### config.mk
export PLATFORM = sky130hd
export DESIGN_NAME = decim_chain_ctrl
export DESIGN_NICKNAME = d
export VERILOG_FILES = /design/src/rtl/decim_ctrl_pkg.sv /design/src/rtl/decim_out_reg.sv /design/src/rtl/decim_chain_ctrl.sv
export SDC_FILE = /design/constraint.sdc
export NUM_CORES = 1
export LEC_CHECK = 0
export ABC_AREA = 1
export CAP_MARGIN = 15
export CORE_ASPECT_RATIO = 1.5
export CORE_MARGIN = 3
export CORE_UTILIZATION = 35
export DETAILED_ROUTE_END_ITERATION = 7
export GPL_TIMING_DRIVEN = 0
export PLACE_DENSITY = 0.63
export SKIP_LAST_GASP = 1
export SYNTH_ARGS = -nofsm -noshare
export SYNTH_HDL_FRONTEND = slang
export SYNTH_SLANG_ARGS = --single-unit
### constraint.sdc
create_clock -name clk -period 1.6 [get_ports clk]
set_input_delay 0.24 -clock clk [delete_from_list [all_inputs] [get_ports clk]]
set_output_delay 0.24 -clock clk [all_outputs]
set_load 0.01 [all_outputs]
### src/rtl/decim_ctrl_pkg.sv
// decim_ctrl_pkg
//   Shared definitions for the decimator-chain run controller:
//   sequencer state encoding and default widths.
package decim_ctrl_pkg;

    localparam int DATA_W_DEF = 22;  // chain filter_out width
    localparam int CNT_W_DEF  = 16;  // delivered-sample counter width

    // Sequencer states; encoding is fixed (IDLE=0 .. STREAM=3).
    typedef enum logic [1:0] {
        ST_IDLE   = 2'd0,
        ST_FLUSH  = 2'd1,
        ST_SETTLE = 2'd2,
        ST_STREAM = 2'd3
    } state_t;

endpackage

### src/rtl/decim_out_reg.sv
// decim_out_reg
//   One-entry valid/ready holding register between the decimator chain and
//   the sample sink. The chain cannot be back-pressured, so a sample that
//   arrives while the entry is still held is dropped and flagged.
// Ports
//   clk, reset    clock, synchronous active-high reset
//   load          new chain sample offered this cycle
//   sample        data of the offered sample
//   ready         consumer accepts the held sample
//   clr_overrun   clear the sticky overrun flag
//   data, valid   held sample and its valid flag
//   overrun       sticky: an offered sample was dropped
module decim_out_reg #(
    parameter int DATA_W = 22
) (
    input  logic              clk,
    input  logic              reset,
    input  logic              load,
    input  logic [DATA_W-1:0] sample,
    input  logic              ready,
    input  logic              clr_overrun,
    output logic [DATA_W-1:0] data,
    output logic              valid,
    output logic              overrun
);

    always_ff @(posedge clk) begin
        if (reset) begin
            data    <= '0;
            valid   <= 1'b0;
            overrun <= 1'b0;
        end else begin
            if (clr_overrun)
                overrun <= 1'b0;
            // Entry frees up in the same cycle it is handed off, so a new
            // sample can replace the accepted one without a bubble.
            if (load && (!valid || ready)) begin
                data  <= sample;
                valid <= 1'b1;
            end else begin
                if (load)
                    overrun <= 1'b1;   // held sample wins; new one is lost
                if (valid && ready)
                    valid <= 1'b0;
            end
        end
    end

endmodule

### src/rtl/decim_chain_ctrl.sv
// decim_chain_ctrl
//   Run-control sequencer for the CIC -> HB1 -> HB2 -> HB3 -> FIR decimator.
//   start: flush the chain (chain_reset held FLUSH_CYCLES cycles), enable it,
//   throw away the first SETTLE_SAMPLES outputs (filter transient), then stream
//   samples to the consumer through a one-entry valid/ready register.
// Ports
//   clk, reset             clock, synchronous active-high reset
//   start, stop            1-cycle run-control pulses (stop has priority)
//   chain_ce, chain_reset  clock-enable / reset driven into the chain
//   chain_data/valid       chain filter_out / ce_out
//   m_data/valid/ready     downstream sample stream
//   overrun                sticky sample-dropped flag (cleared by start)
//   busy                   sequencer not idle
//   sample_cnt             delivered-sample count, wraps (cleared by start)
module decim_chain_ctrl
    import decim_ctrl_pkg::*;
#(
    parameter int DATA_W         = DATA_W_DEF,
    parameter int SETTLE_SAMPLES = 8,
    parameter int FLUSH_CYCLES   = 4,
    parameter int CNT_W          = CNT_W_DEF
) (
    input  logic              clk,
    input  logic              reset,
    input  logic              start,
    input  logic              stop,
    output logic              chain_ce,
    output logic              chain_reset,
    input  logic [DATA_W-1:0] chain_data,
    input  logic              chain_valid,
    output logic [DATA_W-1:0] m_data,
    output logic              m_valid,
    input  logic              m_ready,
    output logic              overrun,
    output logic              busy,
    output logic [CNT_W-1:0]  sample_cnt
);

    localparam logic [7:0] FLUSH_LAST  = 8'(FLUSH_CYCLES - 1);
    localparam logic [7:0] SETTLE_LAST = 8'(SETTLE_SAMPLES - 1);

    state_t     state;
    logic [7:0] flush_cnt;
    logic [7:0] settle_cnt;
    logic       go;
    logic       load;
    logic       handshake;

    // The chain must be held in reset while we are, not one cycle later.
    assign chain_reset = reset || (state == ST_FLUSH);
    assign busy        = (state != ST_IDLE);
    assign go          = (state == ST_IDLE) && start && !stop;
    assign load        = chain_valid && (state == ST_STREAM);
    assign handshake   = m_valid && m_ready;

    always_ff @(posedge clk) begin
        if (reset) begin
            state      <= ST_IDLE;
            chain_ce   <= 1'b0;
            flush_cnt  <= '0;
            settle_cnt <= '0;
            sample_cnt <= '0;
        end else begin
            if (go)
                sample_cnt <= '0;
            else if (handshake)
                sample_cnt <= sample_cnt + 1'b1;

            case (state)
                ST_IDLE: begin
                    if (go) begin
                        state     <= ST_FLUSH;
                        flush_cnt <= '0;
                    end
                end
                ST_FLUSH: begin
                    if (stop) begin
                        state <= ST_IDLE;
                    end else if (flush_cnt == FLUSH_LAST) begin
                        state      <= ST_SETTLE;
                        chain_ce   <= 1'b1;
                        settle_cnt <= '0;
                    end else begin
                        flush_cnt <= flush_cnt + 1'b1;
                    end
                end
                ST_SETTLE: begin
                    if (stop) begin
                        state    <= ST_IDLE;
                        chain_ce <= 1'b0;
                    end else if (chain_valid) begin
                        // last transient sample is discarded too
                        if (settle_cnt == SETTLE_LAST)
                            state <= ST_STREAM;
                        else
                            settle_cnt <= settle_cnt + 1'b1;
                    end
                end
                ST_STREAM: begin
                    if (stop) begin
                        state    <= ST_IDLE;
                        chain_ce <= 1'b0;
                    end
                end
                default: begin
                    state    <= ST_IDLE;
                    chain_ce <= 1'b0;
                end
            endcase
        end
    end

    decim_out_reg #(
        .DATA_W (DATA_W)
    ) u_out_reg (
        .clk         (clk),
        .reset       (reset),
        .load        (load),
        .sample      (chain_data),
        .ready       (m_ready),
        .clr_overrun (go),
        .data        (m_data),
        .valid       (m_valid),
        .overrun     (overrun)
    );

endmodule
# After elaboration in Yosys (flattened, before gate mapping)
# Index checks and enable logic that the tools add are counted.
# W data, S select, Z words.
# classes
eq_ne	17
reduce_logical	21
add_sub_neg	3
mux	27
# op_table
operator	n
$mux W8	8
$pmux W8 S2	2
$add A16 B1 Y16 const B	1
$add A8 B1 Y8 const B	2
$mux W2	7
$ne A2 B2 Y1 const B	7
$reduce_bool A2 Y1	5
$eq A8 B2 Y1 const B	1
$eq A8 B3 Y1 const B	1
$mux W1	8
$pmux W2 S4	1
$reduce_and A4 Y1	2
$ne A3 B3 Y1 const B	2
$reduce_and A6 Y1	1
$logic_and A1 B1 Y1	5
$reduce_and A5 Y1	1
$eq A2 B2 Y1 const B	2
$ne A2 B1 Y1 const B	2
$reduce_or A2 Y1	2
$ne A3 B2 Y1 const B	1
$eq A2 B1 Y1 const B	1
$logic_not A1 Y1	2
$logic_not A2 Y1	1
$logic_or A1 B1 Y1	2
$pmux W1 S2	1
# totals
word_cells	76
in_bits	28
output_inout_bits	43
register_bits	59

# Logic depth before layout (Yosys ltp)
# depth
ltp_word	6
ltp_mapped	10
mapped_depth_nobuf	10

# Cells and area by module
# A second synthesis with hierarchy kept.
# unflattened
hier_cells	450
hier_area_um2	3165.5
# by_module_without_submodules
mod	area_per_inst_um2	n_inst	seq_area_each_um2	cells_each
decim_chain_ctrl	1993.2	1	700.7	296
decim_out_reg	1172.4	1	480.5	154

# Worst setup path before layout
# OpenSTA, ideal clock, no wires.
# synth_timing
path_kind	reg-to-reg
startpoint	register u_out_reg.valid
endpoint	register sample_cnt[9]
synth_period_minus_slack_ps	1398
t_arrival_ps	1283
stages_incl_launch_ff	10
n_path_buf	0
setup_ps	115
setup_slack_ps	202
t_required_ps	1485
path_cell_list	dfxtp_1 > nand2_2 > inv_1 > nand2_1 > nor2_1 > nand2_1 > nor2_1 > nand3_1 > nand2_1 > nor2_1
# synth_between
elab_chain_len	1
# synth_lines
item	line_no	text
start, declared	decim_out_reg.sv:23	output logic valid,
start signal, assigned	decim_out_reg.sv:30	valid <= 1'b0;
start signal, assigned	decim_out_reg.sv:39	valid <= 1'b1;
start signal, assigned	decim_out_reg.sv:44	valid <= 1'b0;
$logic_and A1 B1 Y1	decim_chain_ctrl.sv:54	assign handshake = m_valid && m_ready;
end signal, assigned	decim_chain_ctrl.sv:67	sample_cnt <= sample_cnt + 1'b1;
end, declared	decim_chain_ctrl.sv:36	output logic [CNT_W-1:0] sample_cnt
# Every way passes these cells.
# A chain may end at the register's enable or synchronous reset.

# Worst setup path after layout
# layout_timing
startpoint	register sample_cnt[2]
endpoint	output port sample_cnt[2]
# No word-level cell between the ends.

==> results.cfg <==
[worst_setup_path]
required_ps = 1360
start_kind = register
crit_type = register to output port
critPathBufInv = 1
critPathMaxFanout = 5
worst-path-stages = 1
end_kind = output port
reg2reg_slack_ps = 110
arrival_ps = 1330
timing.rr.start = sample_cnt[0]
r2r-end = sample_cnt[8]
max_stage_delay_ps = 580
worstPathCellList = clkdlybuf4s50_1
critPathCapture = sample_cnt[2]
critPathSlowestCell = clkdlybuf4s50_1
cp_top_family = buffers and inverters
r2r_cells = 7
cp-startpoint = sample_cnt[2]

[finish]
fillers = 774
stdcell_area_um2 = 4040
layout.nets = 534
drive_gt1_share_pct = 12.6
syn2layout_area_growth_pct = 43.0
diodes = 0

[cts]
cts_made_buffers = 9
clkSinkCount = 59
clk_latency_ps = 330
cts_root_buf = clkbuf_16
tritoncts = built
clockBufferDepth = 2
htreeDepth = 3
clk_pin_slew_worst_paths_ps = 50

[pwr]
power_density_nw_per_um2 = 1130
vdd_ir_drop_max_v = 0.000651
leakagePower_nw = 1.53

[synth]
seq_area_frac_synth_pct = 41.8
synthFlopType = dfxtp_1
synth_area_leader_cell = dfxtp_1
synth-seq-cells = 59
synth_edf_count = 0
avgSynthCellArea_um2 = 6.80
async_reset_ff_share_pct = 0
synth_area_leaders = dfxtp_1, nor2_1, nand2_1
netlist.area_leader.share_pct = 41.8
yosys-top-cells-count = nor2_1, nand2_1, dfxtp_1
synth_fp_nets = 447
synth_cell_types = 32
synth_area_um2 = 2830
synth.most_common_cell = nor2_1
yosysWarnings = 0
syn-instance-count = 416

[detailed_routing]
viasPerCell = 4.82
drtAntennaViolNets = 0
drc = 0
vias = 2933
wl_mm = 7.35
drt-initial-drc-count = 107
dr.pass1.iters = 4
avgRoutedWirePerCell_um = 12.1

[worst_hold_path]
worstHoldPathType = primary input to register

[sta]
tns_ps = 0
max-slew-margin-rel_pct = 65.3
finalHoldViolCount = 0
whs_ps = 339
min_period_over_period_pct = 98.0
slew_violations = 0
finClkSkew_ps = 6.60
tightest_slew_ps = 520
max_freq_mhz = 638
setup_viol = 0
rsz0062_at_grt = true
min_period_ps = 1570

[global_routing]
grt_pass1_vias = 2769
antenna_found_initial = 0
gr-total-overflow = 0
grt_pass1_wl_mm = 12.3
track_usage_pct = 17.0
grt_max_degree = 11

[floorplan]
core_area_um2 = 7760
die_area_um2 = 9220
die_height_um = 116
io_pins = 71
rows = 39
die_x_um = 79.4
initial_core_util_pct = 36.4

[placed_design]
place_area_um2 = 3660
place_congestion = 0.835
port_buffers = 70
dpl.hpwl_mm = 5.48

[run]
maxCapViolations = 0

[status]
status = finished clean
==> worst reg2reg max path: stages, from the launching register on <==
cell and delay [ps]:
dfxtp_1 390, ha_1 210, nand3_2 130, nor3_4 260
buf_4 160, nand2_1 50, xor2_1 130, nor2_1 50
==> through the flow <==
stage / cells / total power [mW] / utilization (%) / setup WS [ps]
floorplan: 416 / 2.33 / - / 202
global placement: 588 / 2.70 / 47.1 / -621
detailed placement: 588 / 2.71 / 47.1 / -635
CTS: 603 / 4.60 / 51.0 / -9.95
global route: 608 / 4.83 / 52.1 / -36.4
finish: 608 / 4.56 / 52.1 / 32.5
==> sequential cells by signal (all words and copies together) (netlist names) <==
register / count
state: 2
u_out_reg.data: 22
chain_ce: 1
sample_cnt: 16
flush_cnt: 8
settle_cnt: 8
u_out_reg.overrun: 1
u_out_reg.valid: 1
==> timing repair <==
action	in CTS	in global routing
pin swaps	1	2
gates resized for setup	12	18
buffers inserted	1	5
setup endpoints to repair	6	25
hold endpoints to repair	0	0
hold buffers	0	0
==> cell type report <==
cell class	count	area, µm²	share of cell area [%]
plain buffers	10	50.0	1.24
repair buffers	76	743	18.4
multi-input cells	308	1500	37.0
flip-flops and latches	59	1190	29.6
clock buffers	11	243	6.00
inverters	39	149	3.68
well taps	102	128	3.16
clock inverters	3	40.0	0.990
==> kinds of logic (layout without fill, tap and decap cells) <==
family                     count (synthesis)  in the layout  share of synthesized area [%]
and+or+nand+nor                          241            241                           37.5
adders and majority gates                  3              3                           1.33
AOI/OAI and AO/OA                         60             60                           11.3
xor gates and xnor gates                   4              4                           1.24
buffers and inverters                     49            139                           6.90
DFF                                       59             59                           41.8
==> per-layer routing <==
metal  up-vias  routed length, µm  global-route usage (%)
met5         -                  0                       0
met4         0                176                    9.63
met3        14                337                    4.43
met2        60               3850                    29.4
met1      1339               2990                    18.9
li1       1520                  -                       -
==> cell usage in the layout, fill, tap and decap left out, types with 2 or more instances in the layout <==
| cell type | synthesis | final |
|---|---|---|
| a211oi_1 | 2 | 2 |
| a21oi_1 | 24 | 24 |
| buf_2 | 3 | 3 |
| buf_4 | 2 | 8 |
| clkbuf_1 | 5 | 5 |
| clkbuf_16 | 0 | 9 |
| clkdlybuf4s50_1 | 0 | 67 |
| clkinv_2 | 0 | 2 |
| dfxtp_1 | 59 | 50 |
| dfxtp_2 | 0 | 8 |
| dlygate4sd2_1 | 0 | 2 |
| inv_1 | 34 | 32 |
| inv_2 | 5 | 6 |
| nand2_1 | 85 | 81 |
| nand2_2 | 3 | 7 |
| nand3_1 | 22 | 21 |
| nand3b_1 | 3 | 3 |
| nand4_1 | 15 | 15 |
| nor2_1 | 99 | 97 |
| nor2_2 | 1 | 2 |
| nor2_4 | 3 | 4 |
| nor3_1 | 5 | 5 |
| o21ai_0 | 24 | 24 |
| o21ai_1 | 5 | 4 |
| xor2_1 | 3 | 3 |
==> worst min path at each step <==
stage	end	cells past startpoint	slack [ps]	start
6_report	state[0]	2	340	reset
5_1_grt	state[0]	2	360	reset
4_1_cts	state[0]	2	320	reset
3_5_place_dp	u_out_reg.overrun	2	440	u_out_reg.overrun
3_3_place_gp	u_out_reg.overrun	2	440	u_out_reg.overrun
2_1_floorplan	state[0]	1	320	reset
==> report_power, final <==
group          internal, mW  switching, mW  leakage (nW)
Combinational         0.406          0.658         0.909
Clock                  1.22          0.627         0.141
Sequential             1.56         0.0828         0.481
Total                  3.19           1.37          1.53
Note: power is estimated with default switching activity, not from simulation.
